### config.mk
export PLATFORM = sky130hd
export DESIGN_NAME = hsem_irq_ctrl
export DESIGN_NICKNAME = d
export VERILOG_FILES = /design/src/rtl/hsem_irq_ctrl.sv
export SDC_FILE = /design/constraint.sdc
export NUM_CORES = 1
export LEC_CHECK = 0
export CORE_ASPECT_RATIO = 0.5
export CORE_MARGIN = 4
export CORE_UTILIZATION = 49
export CTS_CLUSTER_DIAMETER = 120
export DETAILED_ROUTE_END_ITERATION = 8
export PLACE_DENSITY = 0.73
export SLEW_MARGIN = 20
export SYNTH_ARGS = -nofsm -noshare
export SYNTH_HDL_FRONTEND = slang
export SYNTH_SLANG_ARGS = --single-unit
### constraint.sdc
create_clock -name hclk -period 2.7 [get_ports hclk]
set_clock_uncertainty 0.2 [all_clocks]
set_input_delay 0.405 -clock hclk [delete_from_list [all_inputs] [get_ports hclk]]
set_output_delay 0.405 -clock hclk [all_outputs]
set_load 0.1 [all_outputs]
### src/rtl/hsem_irq_ctrl.sv
// HSEM interrupt/error controller: per-core free-event pending/enable/SWI with level
// interrupts, plus global sticky error flags, first-error capture and saturating error count.
module hsem_irq_ctrl #(
   parameter int NUM_CORES = 2,
   parameter int NUM_SEMS  = 32,
   parameter int AW        = 6,
   parameter int CNT_W     = 8,
   parameter int CID_W     = 3
) (
   input  logic                 hclk,
   input  logic                 hreset,
   input  logic                 wr_en,
   input  logic                 rd_en,
   input  logic [AW-1:0]        addr,
   input  logic [31:0]          wdata,
   output logic [31:0]          rdata,
   input  logic [NUM_SEMS-1:0]  sem_free,
   input  logic [NUM_SEMS-1:0]  sem_err,
   input  logic [CID_W-1:0]     err_master,
   output logic [NUM_CORES-1:0] intr
);

   localparam logic [AW-1:0]    G_ERR   = AW'(4 * NUM_CORES);
   localparam logic [AW-1:0]    G_FERR  = AW'(4 * NUM_CORES + 1);
   localparam logic [AW-1:0]    G_ECNT  = AW'(4 * NUM_CORES + 2);
   localparam logic [AW-1:0]    G_EIE   = AW'(4 * NUM_CORES + 3);
   localparam logic [CNT_W-1:0] CNT_MAX = {CNT_W{1'b1}};

   logic [NUM_CORES-1:0][NUM_SEMS-1:0] ier_q, ier_d;
   logic [NUM_CORES-1:0][NUM_SEMS-1:0] isr_q, isr_d;
   logic [NUM_CORES-1:0]               swi_q, swi_d;
   logic [NUM_CORES-1:0]               eie_q, eie_d;
   logic [NUM_SEMS-1:0]                err_q, err_d;
   logic                               ferr_valid_q, ferr_valid_d;
   logic [CID_W-1:0]                   ferr_master_q, ferr_master_d;
   logic [4:0]                         ferr_idx_q, ferr_idx_d;
   logic [CNT_W-1:0]                   ecnt_q, ecnt_d;
   logic [31:0]                        rdata_q, rdata_d;

   logic                               ferr_clr_s;
   logic                               ecnt_clr_s;
   logic                               ferr_base_valid_s;
   logic [CNT_W-1:0]                   ecnt_base_s;
   logic [31:0]                        core_word_s;
   logic [31:0]                        glob_word_s;

   function automatic logic [4:0] lowest_idx(input logic [NUM_SEMS-1:0] v);
      logic [4:0] r;
      r = 5'd0;
      for (int i = NUM_SEMS - 1; i >= 0; i--) begin
         if (v[i]) begin
            r = 5'(i);
         end
      end
      return r;
   endfunction

   function automatic logic [31:0] core_word(input logic [NUM_SEMS-1:0] ier,
                                             input logic [NUM_SEMS-1:0] isr,
                                             input logic                swi,
                                             input logic [1:0]          off);
      logic [31:0] w;
      w = 32'd0;
      case (off)
         2'd0:    w[NUM_SEMS-1:0] = ier;
         2'd1:    w[NUM_SEMS-1:0] = isr;
         2'd2:    w[NUM_SEMS-1:0] = isr & ier;
         2'd3:    w[0] = swi;
         default: w = 32'd0;
      endcase
      return w;
   endfunction

   // Per-core register next state; W1C is applied before the event OR so a same-cycle set wins.
   always_comb begin
      ier_d = ier_q;
      isr_d = isr_q;
      swi_d = swi_q;
      for (int c = 0; c < NUM_CORES; c++) begin
         if (wr_en && (addr == AW'(4 * c))) begin
            ier_d[c] = wdata[NUM_SEMS-1:0];
         end else begin
            ier_d[c] = ier_q[c];
         end
         if (wr_en && (addr == AW'(4 * c + 1))) begin
            isr_d[c] = (isr_q[c] & ~wdata[NUM_SEMS-1:0]) | sem_free;
         end else begin
            isr_d[c] = isr_q[c] | sem_free;
         end
         if (wr_en && (addr == AW'(4 * c + 3))) begin
            swi_d[c] = wdata[0];
         end else begin
            swi_d[c] = swi_q[c];
         end
      end
   end

   // Global error state next state; a clear and a new error in one cycle keep the new error.
   always_comb begin
      ferr_clr_s        = wr_en && (addr == G_FERR);
      ecnt_clr_s        = wr_en && (addr == G_ECNT);
      ferr_base_valid_s = ferr_clr_s ? 1'b0 : ferr_valid_q;
      ecnt_base_s       = ecnt_clr_s ? {CNT_W{1'b0}} : ecnt_q;

      if (wr_en && (addr == G_ERR)) begin
         err_d = (err_q & ~wdata[NUM_SEMS-1:0]) | sem_err;
      end else begin
         err_d = err_q | sem_err;
      end

      if (wr_en && (addr == G_EIE)) begin
         eie_d = wdata[NUM_CORES-1:0];
      end else begin
         eie_d = eie_q;
      end

      if (!ferr_base_valid_s && (|sem_err)) begin
         ferr_valid_d  = 1'b1;
         ferr_master_d = err_master;
         ferr_idx_d    = lowest_idx(sem_err);
      end else if (ferr_clr_s) begin
         ferr_valid_d  = 1'b0;
         ferr_master_d = {CID_W{1'b0}};
         ferr_idx_d    = 5'd0;
      end else begin
         ferr_valid_d  = ferr_valid_q;
         ferr_master_d = ferr_master_q;
         ferr_idx_d    = ferr_idx_q;
      end

      if ((|sem_err) && (ecnt_base_s != CNT_MAX)) begin
         ecnt_d = ecnt_base_s + CNT_W'(1);
      end else begin
         ecnt_d = ecnt_base_s;
      end
   end

   // Read mux from pre-write register values; unmapped addresses and idle cycles give zero.
   always_comb begin
      core_word_s = 32'd0;
      for (int c = 0; c < NUM_CORES; c++) begin
         core_word_s = core_word_s |
                       ((addr[AW-1:2] == (AW-2)'(c)) ?
                        core_word(ier_q[c], isr_q[c], swi_q[c], addr[1:0]) : 32'd0);
      end

      glob_word_s = 32'd0;
      case (addr)
         G_ERR:  glob_word_s[NUM_SEMS-1:0] = err_q;
         G_FERR: begin
            glob_word_s[31]          = ferr_valid_q;
            glob_word_s[16+:CID_W]   = ferr_master_q;
            glob_word_s[4:0]         = ferr_idx_q;
         end
         G_ECNT:  glob_word_s[CNT_W-1:0] = ecnt_q;
         G_EIE:   glob_word_s[NUM_CORES-1:0] = eie_q;
         default: glob_word_s = 32'd0;
      endcase

      if (rd_en) begin
         rdata_d = core_word_s | glob_word_s;
      end else begin
         rdata_d = 32'd0;
      end
   end

   // State registers with synchronous reset taking priority over all events and accesses.
   always_ff @(posedge hclk) begin
      if (hreset) begin
         ier_q         <= '{default: '0};
         isr_q         <= '{default: '0};
         swi_q         <= {NUM_CORES{1'b0}};
         eie_q         <= {NUM_CORES{1'b0}};
         err_q         <= {NUM_SEMS{1'b0}};
         ferr_valid_q  <= 1'b0;
         ferr_master_q <= {CID_W{1'b0}};
         ferr_idx_q    <= 5'd0;
         ecnt_q        <= {CNT_W{1'b0}};
         rdata_q       <= 32'd0;
      end else begin
         ier_q         <= ier_d;
         isr_q         <= isr_d;
         swi_q         <= swi_d;
         eie_q         <= eie_d;
         err_q         <= err_d;
         ferr_valid_q  <= ferr_valid_d;
         ferr_master_q <= ferr_master_d;
         ferr_idx_q    <= ferr_idx_d;
         ecnt_q        <= ecnt_d;
         rdata_q       <= rdata_d;
      end
   end

   // Level interrupts derived purely from registered state.
   always_comb begin
      intr = {NUM_CORES{1'b0}};
      for (int c = 0; c < NUM_CORES; c++) begin
         intr[c] = (|(isr_q[c] & ier_q[c])) | swi_q[c] | (eie_q[c] & (|err_q));
      end
   end

   assign rdata = rdata_q;

endmodule

==> flow_results.xml <==
<?xml version="1.0" encoding="UTF-8"?>
<metrics>
  <group name="timing">
    <metric name="hold_fails_final_rpt" unit="">0</metric>
    <metric name="postLayoutSetupSlackWorst" unit="ns">-0.0621</metric>
    <metric name="grt_setup_unrepaired" unit="">true</metric>
    <metric name="min_period" unit="ns">2.76</metric>
    <metric name="final_min_period_over_clock_period" unit="">1.02</metric>
    <metric name="clock.fmax" unit="GHz">0.362</metric>
    <metric name="worst_slew_pin_tran" unit="ns">1.03</metric>
    <metric name="hold-worst-slack" unit="ns">0.254</metric>
    <metric name="setup-violations-final" unit="">2</metric>
    <metric name="worst_slew_margin_rel" unit="">0.313</metric>
    <metric name="slew_limit_fails" unit="">0</metric>
  </group>
  <group name="cells_and_area">
    <metric name="layout-area-overhead-vs-synth" unit="%">33.7</metric>
    <metric name="final_layout_size_suffix_gt1_frac" unit="">0.158</metric>
    <metric name="final_design_area_no_fill" unit="um^2">12700</metric>
    <metric name="finish.cell_count_without_fillers" unit="">1679</metric>
    <metric name="layout_common_cells" unit="">nand2_1, dfxtp_1, a21oi_1, nor2_1, buf_4</metric>
    <metric name="final_common_cell" unit="">nand2_1</metric>
    <metric name="design.final.nets" unit="">1522</metric>
    <metric name="utilization" unit="">0.680</metric>
    <metric name="num_antenna_cells" unit="">0</metric>
  </group>
  <group name="clocking">
    <metric name="tritoncts" unit="">yes</metric>
    <metric name="clkLatencyLatePin" unit="ns">0.50</metric>
    <metric name="clk_pin_slew_worst_paths" unit="ns">0.07</metric>
    <metric name="cts_made_buffers" unit="">20</metric>
    <metric name="post_cts.repair.setup_buffers" unit="">0</metric>
    <metric name="cts-hold-fix-buffers" unit="">0</metric>
    <metric name="cts-root-buf" unit="">clkbuf_16</metric>
    <metric name="cts_buffer_depth" unit="">3</metric>
    <metric name="cts.sink_count" unit="">213</metric>
    <metric name="cts-htree-levels" unit="">1</metric>
  </group>
  <group name="synth">
    <metric name="synth.yosys.seq_area_share" unit="">0.448</metric>
    <metric name="synth.ff_latch_count" unit="">213</metric>
    <metric name="synth_top_area_cell" unit="">dfxtp_1</metric>
    <metric name="synth_largest_type_area_fraction" unit="">0.448</metric>
    <metric name="library_cells_used_by_synthesis" unit="">56</metric>
    <metric name="netlist_area" unit="um^2">9510</metric>
    <metric name="ys_async_sr_fraction" unit="">0</metric>
    <metric name="syn_nets" unit="">1319</metric>
    <metric name="synth_area_per_cell" unit="um^2">7.87</metric>
    <metric name="synth_top_flop_cell" unit="">dfxtp_1</metric>
    <metric name="synth-warning-count" unit="">0</metric>
    <metric name="cell_types_occupying_the_most_area_after_synthesis" unit="">dfxtp_1, a21oi_1, nand2_1, nor2_1, mux2i_1</metric>
    <metric name="synth_enable_flop_cells" unit="">0</metric>
    <metric name="synthesis.instances" unit="">1209</metric>
  </group>
  <group name="setup_path">
    <metric name="end_kind" unit="">primary output</metric>
    <metric name="timing.reg2reg.worst_path_depth" unit="">8</metric>
    <metric name="critical_path.startpoint_type" unit="">register</metric>
    <metric name="worstPathMaxFanout" unit="">4</metric>
    <metric name="timing_worst_setup_path_type" unit="">register to primary output</metric>
    <metric name="reg2reg_capture_point" unit="">ecnt_q[5]$_SDFF_PP0_</metric>
    <metric name="timing.reg2reg.setup_slack" unit="ns">0.65</metric>
    <metric name="critical_path_arrival" unit="ns">2.16</metric>
    <metric name="worstReg2RegStart" unit="">ecnt_q[0]$_SDFF_PP0_</metric>
    <metric name="cp_data_required_time" unit="ns">2.10</metric>
  </group>
  <group name="worst_hold_path">
    <metric name="worst_hold_startpoint" unit="">hreset</metric>
    <metric name="worstHoldPathType" unit="">input pin to register</metric>
    <metric name="hold_depth" unit="">3</metric>
    <metric name="min_delay_worst_endpoint" unit="">ferr_idx_q[4]$_SDFFE_PP0P_</metric>
  </group>
  <group name="place">
    <metric name="gpl.final_weighted_congestion" unit="">1.02</metric>
    <metric name="dpl_cell_area" unit="um^2">12000</metric>
    <metric name="dp_hpwl" unit="mm">27.8</metric>
    <metric name="port-buffer-count" unit="">142</metric>
    <metric name="dp_cells" unit="">1649</metric>
    <metric name="pre_cts_ws" unit="ns">-0.338</metric>
  </group>
  <group name="pwr">
    <metric name="power.ir.vdd_worst" unit="mV">0.415</metric>
    <metric name="total_leakage_power" unit="nW">4.69</metric>
    <metric name="power.density_cell_area" unit="nW/um^2">546</metric>
  </group>
  <group name="global_routing">
    <metric name="largest_net_degree_at_the_start_of_global_routing" unit="">183</metric>
    <metric name="antenna_violations_before_repair" unit="">0</metric>
    <metric name="global_route.overflow_total" unit="">0</metric>
    <metric name="grt_use_total" unit="">0.337</metric>
    <metric name="grt_pass1_wl" unit="mm">56.9</metric>
    <metric name="number_of_global_route_vias_before_repair" unit="">9715</metric>
  </group>
  <group name="route">
    <metric name="drcViolationCount" unit="">0</metric>
    <metric name="antenna_violating_nets_post_route" unit="">0</metric>
    <metric name="routed_via_density" unit="">6.22</metric>
    <metric name="route.detailed.wl_per_inst" unit="um">22.6</metric>
    <metric name="route.vias.total" unit="">10400</metric>
    <metric name="route.final.wire_length" unit="mm">38.0</metric>
    <metric name="detailedRoute.firstPassIterationCount" unit="">6</metric>
    <metric name="1st_iter_drt_viols" unit="">1467</metric>
  </group>
  <group name="floorplan">
    <metric name="die_y" unit="um">107</metric>
    <metric name="floorplan.initialDensity" unit="">0.509</metric>
    <metric name="std_cell_rows" unit="">35</metric>
    <metric name="core" unit="um^2">18700</metric>
    <metric name="design.portCount" unit="">143</metric>
    <metric name="die-area" unit="um^2">21800</metric>
    <metric name="die_width" unit="um">205</metric>
  </group>
  <group name="outcome">
    <metric name="violations" unit="">setup timing</metric>
    <metric name="run_status" unit="">finished, violations left</metric>
  </group>
  <group name="run">
    <metric name="maxCapViolCount" unit="">0</metric>
  </group>
</metrics>
[synth_stat cells, drive strengths merged, types with 10 or more instances]
| library cell | instances |
|---|---|
| nand2 | 245 |
| clkbuf | 72 |
| a22oi | 16 |
| dfxtp | 213 |
| nand3b | 15 |
| o22ai | 25 |
| nor4 | 20 |
| mux2i | 38 |
| o221ai | 16 |
| a221oi | 11 |
| a22o | 11 |
| nor2 | 147 |
| nor3 | 10 |
| nand3 | 17 |
| o21ai | 26 |
| a21oi | 187 |
| o32ai | 15 |
| a32oi | 13 |
| buf | 12 |
| nor2b | 20 |
[state kept, by name, indices dropped and copies added, names as in the netlist]
signal         count
ecnt_q             8
eie_q              2
err_q             32
ferr_idx_q         5
ferr_master_q      3
ferr_valid_q       1
ier_q             64
isr_q             64
rdata             32
swi_q              2
[routing by layer]
metal	GRT usage	vias to the layer above	part of all wire
met4	0.0755	0	0.022
met5	0	-	0
li1	-	4724	-
met2	0.490	674	0.41
met1	0.466	4959	0.40
met3	0.143	82	0.16
[per-stage QoR]
stage          TNS [ns]  power, mW
2_1_floorplan         0       3.76
3_3_place_gp     -12.46       4.26
3_5_place_dp     -17.86       4.28
4_1_cts               0       6.93
5_1_grt          -0.143       7.14
6_report        -0.0847       6.94
[power by group]
group	switching, mW	internal (mW)	leakage, nW	total [mW]
Combinational	0.474	0.388	2.65	0.861
Clock	1.20	1.49	0.289	2.69
Sequential	0.134	3.26	1.75	3.40
[worst max-delay path by stage]
stage	start	to	cells past startpoint
after floorplan	addr[5]	ecnt_q[4]$_SDFF_PP0_	10
after global placement	addr[2]	rdata[30]$_SDFF_PP0_	7
after detailed placement	addr[2]	rdata[30]$_SDFF_PP0_	7
after CTS	ier_q[20]$_SDFFE_PP0P_	intr[0]	7
after global routing	ier_q[57]$_SDFFE_PP0P_	intr[1]	7
final	isr_q[0]$_SDFF_PP0_	intr[0]	7
[logic make-up (layout without fill, tap and decap cells)]
group           Yosys count  after routing  share of synthesized area
compound gates          353            353                      0.233
xor+xnor                  1              1                   0.000921
fa+ha+maj                 1              1                    0.00132
buf+inv                  92            303                     0.0379
mux                      40             40                     0.0447
flops                   213            213                      0.448
simple gates            509            509                      0.234
[timing repair]
action | in CTS | in global routing
resized for setup | 19 | 8
endpoints found under the setup margin | 2 | 3
pin swaps | 7 | 2
[worst max-delay path, cell delays in order (launching register included)]
cell      delay, ns
dfxtp_1        0.35
a22o_4         0.28
a221oi_2       0.21
nand4_1        0.22
nor3_2         0.16
buf_4          0.17
nand2_4        0.07
buf_12         0.19
[layout make-up]
class                      count  area [um^2]
sequential                   213         4270
multi-input combinational    904         5030
inverter                       8         30.0
tap                          259          324
clock inverter                 2         12.5
clock buffer                  28          582
timing repair buffer         265         2450
fill                        1572         5990
Power figures use the tool's default switching activity.
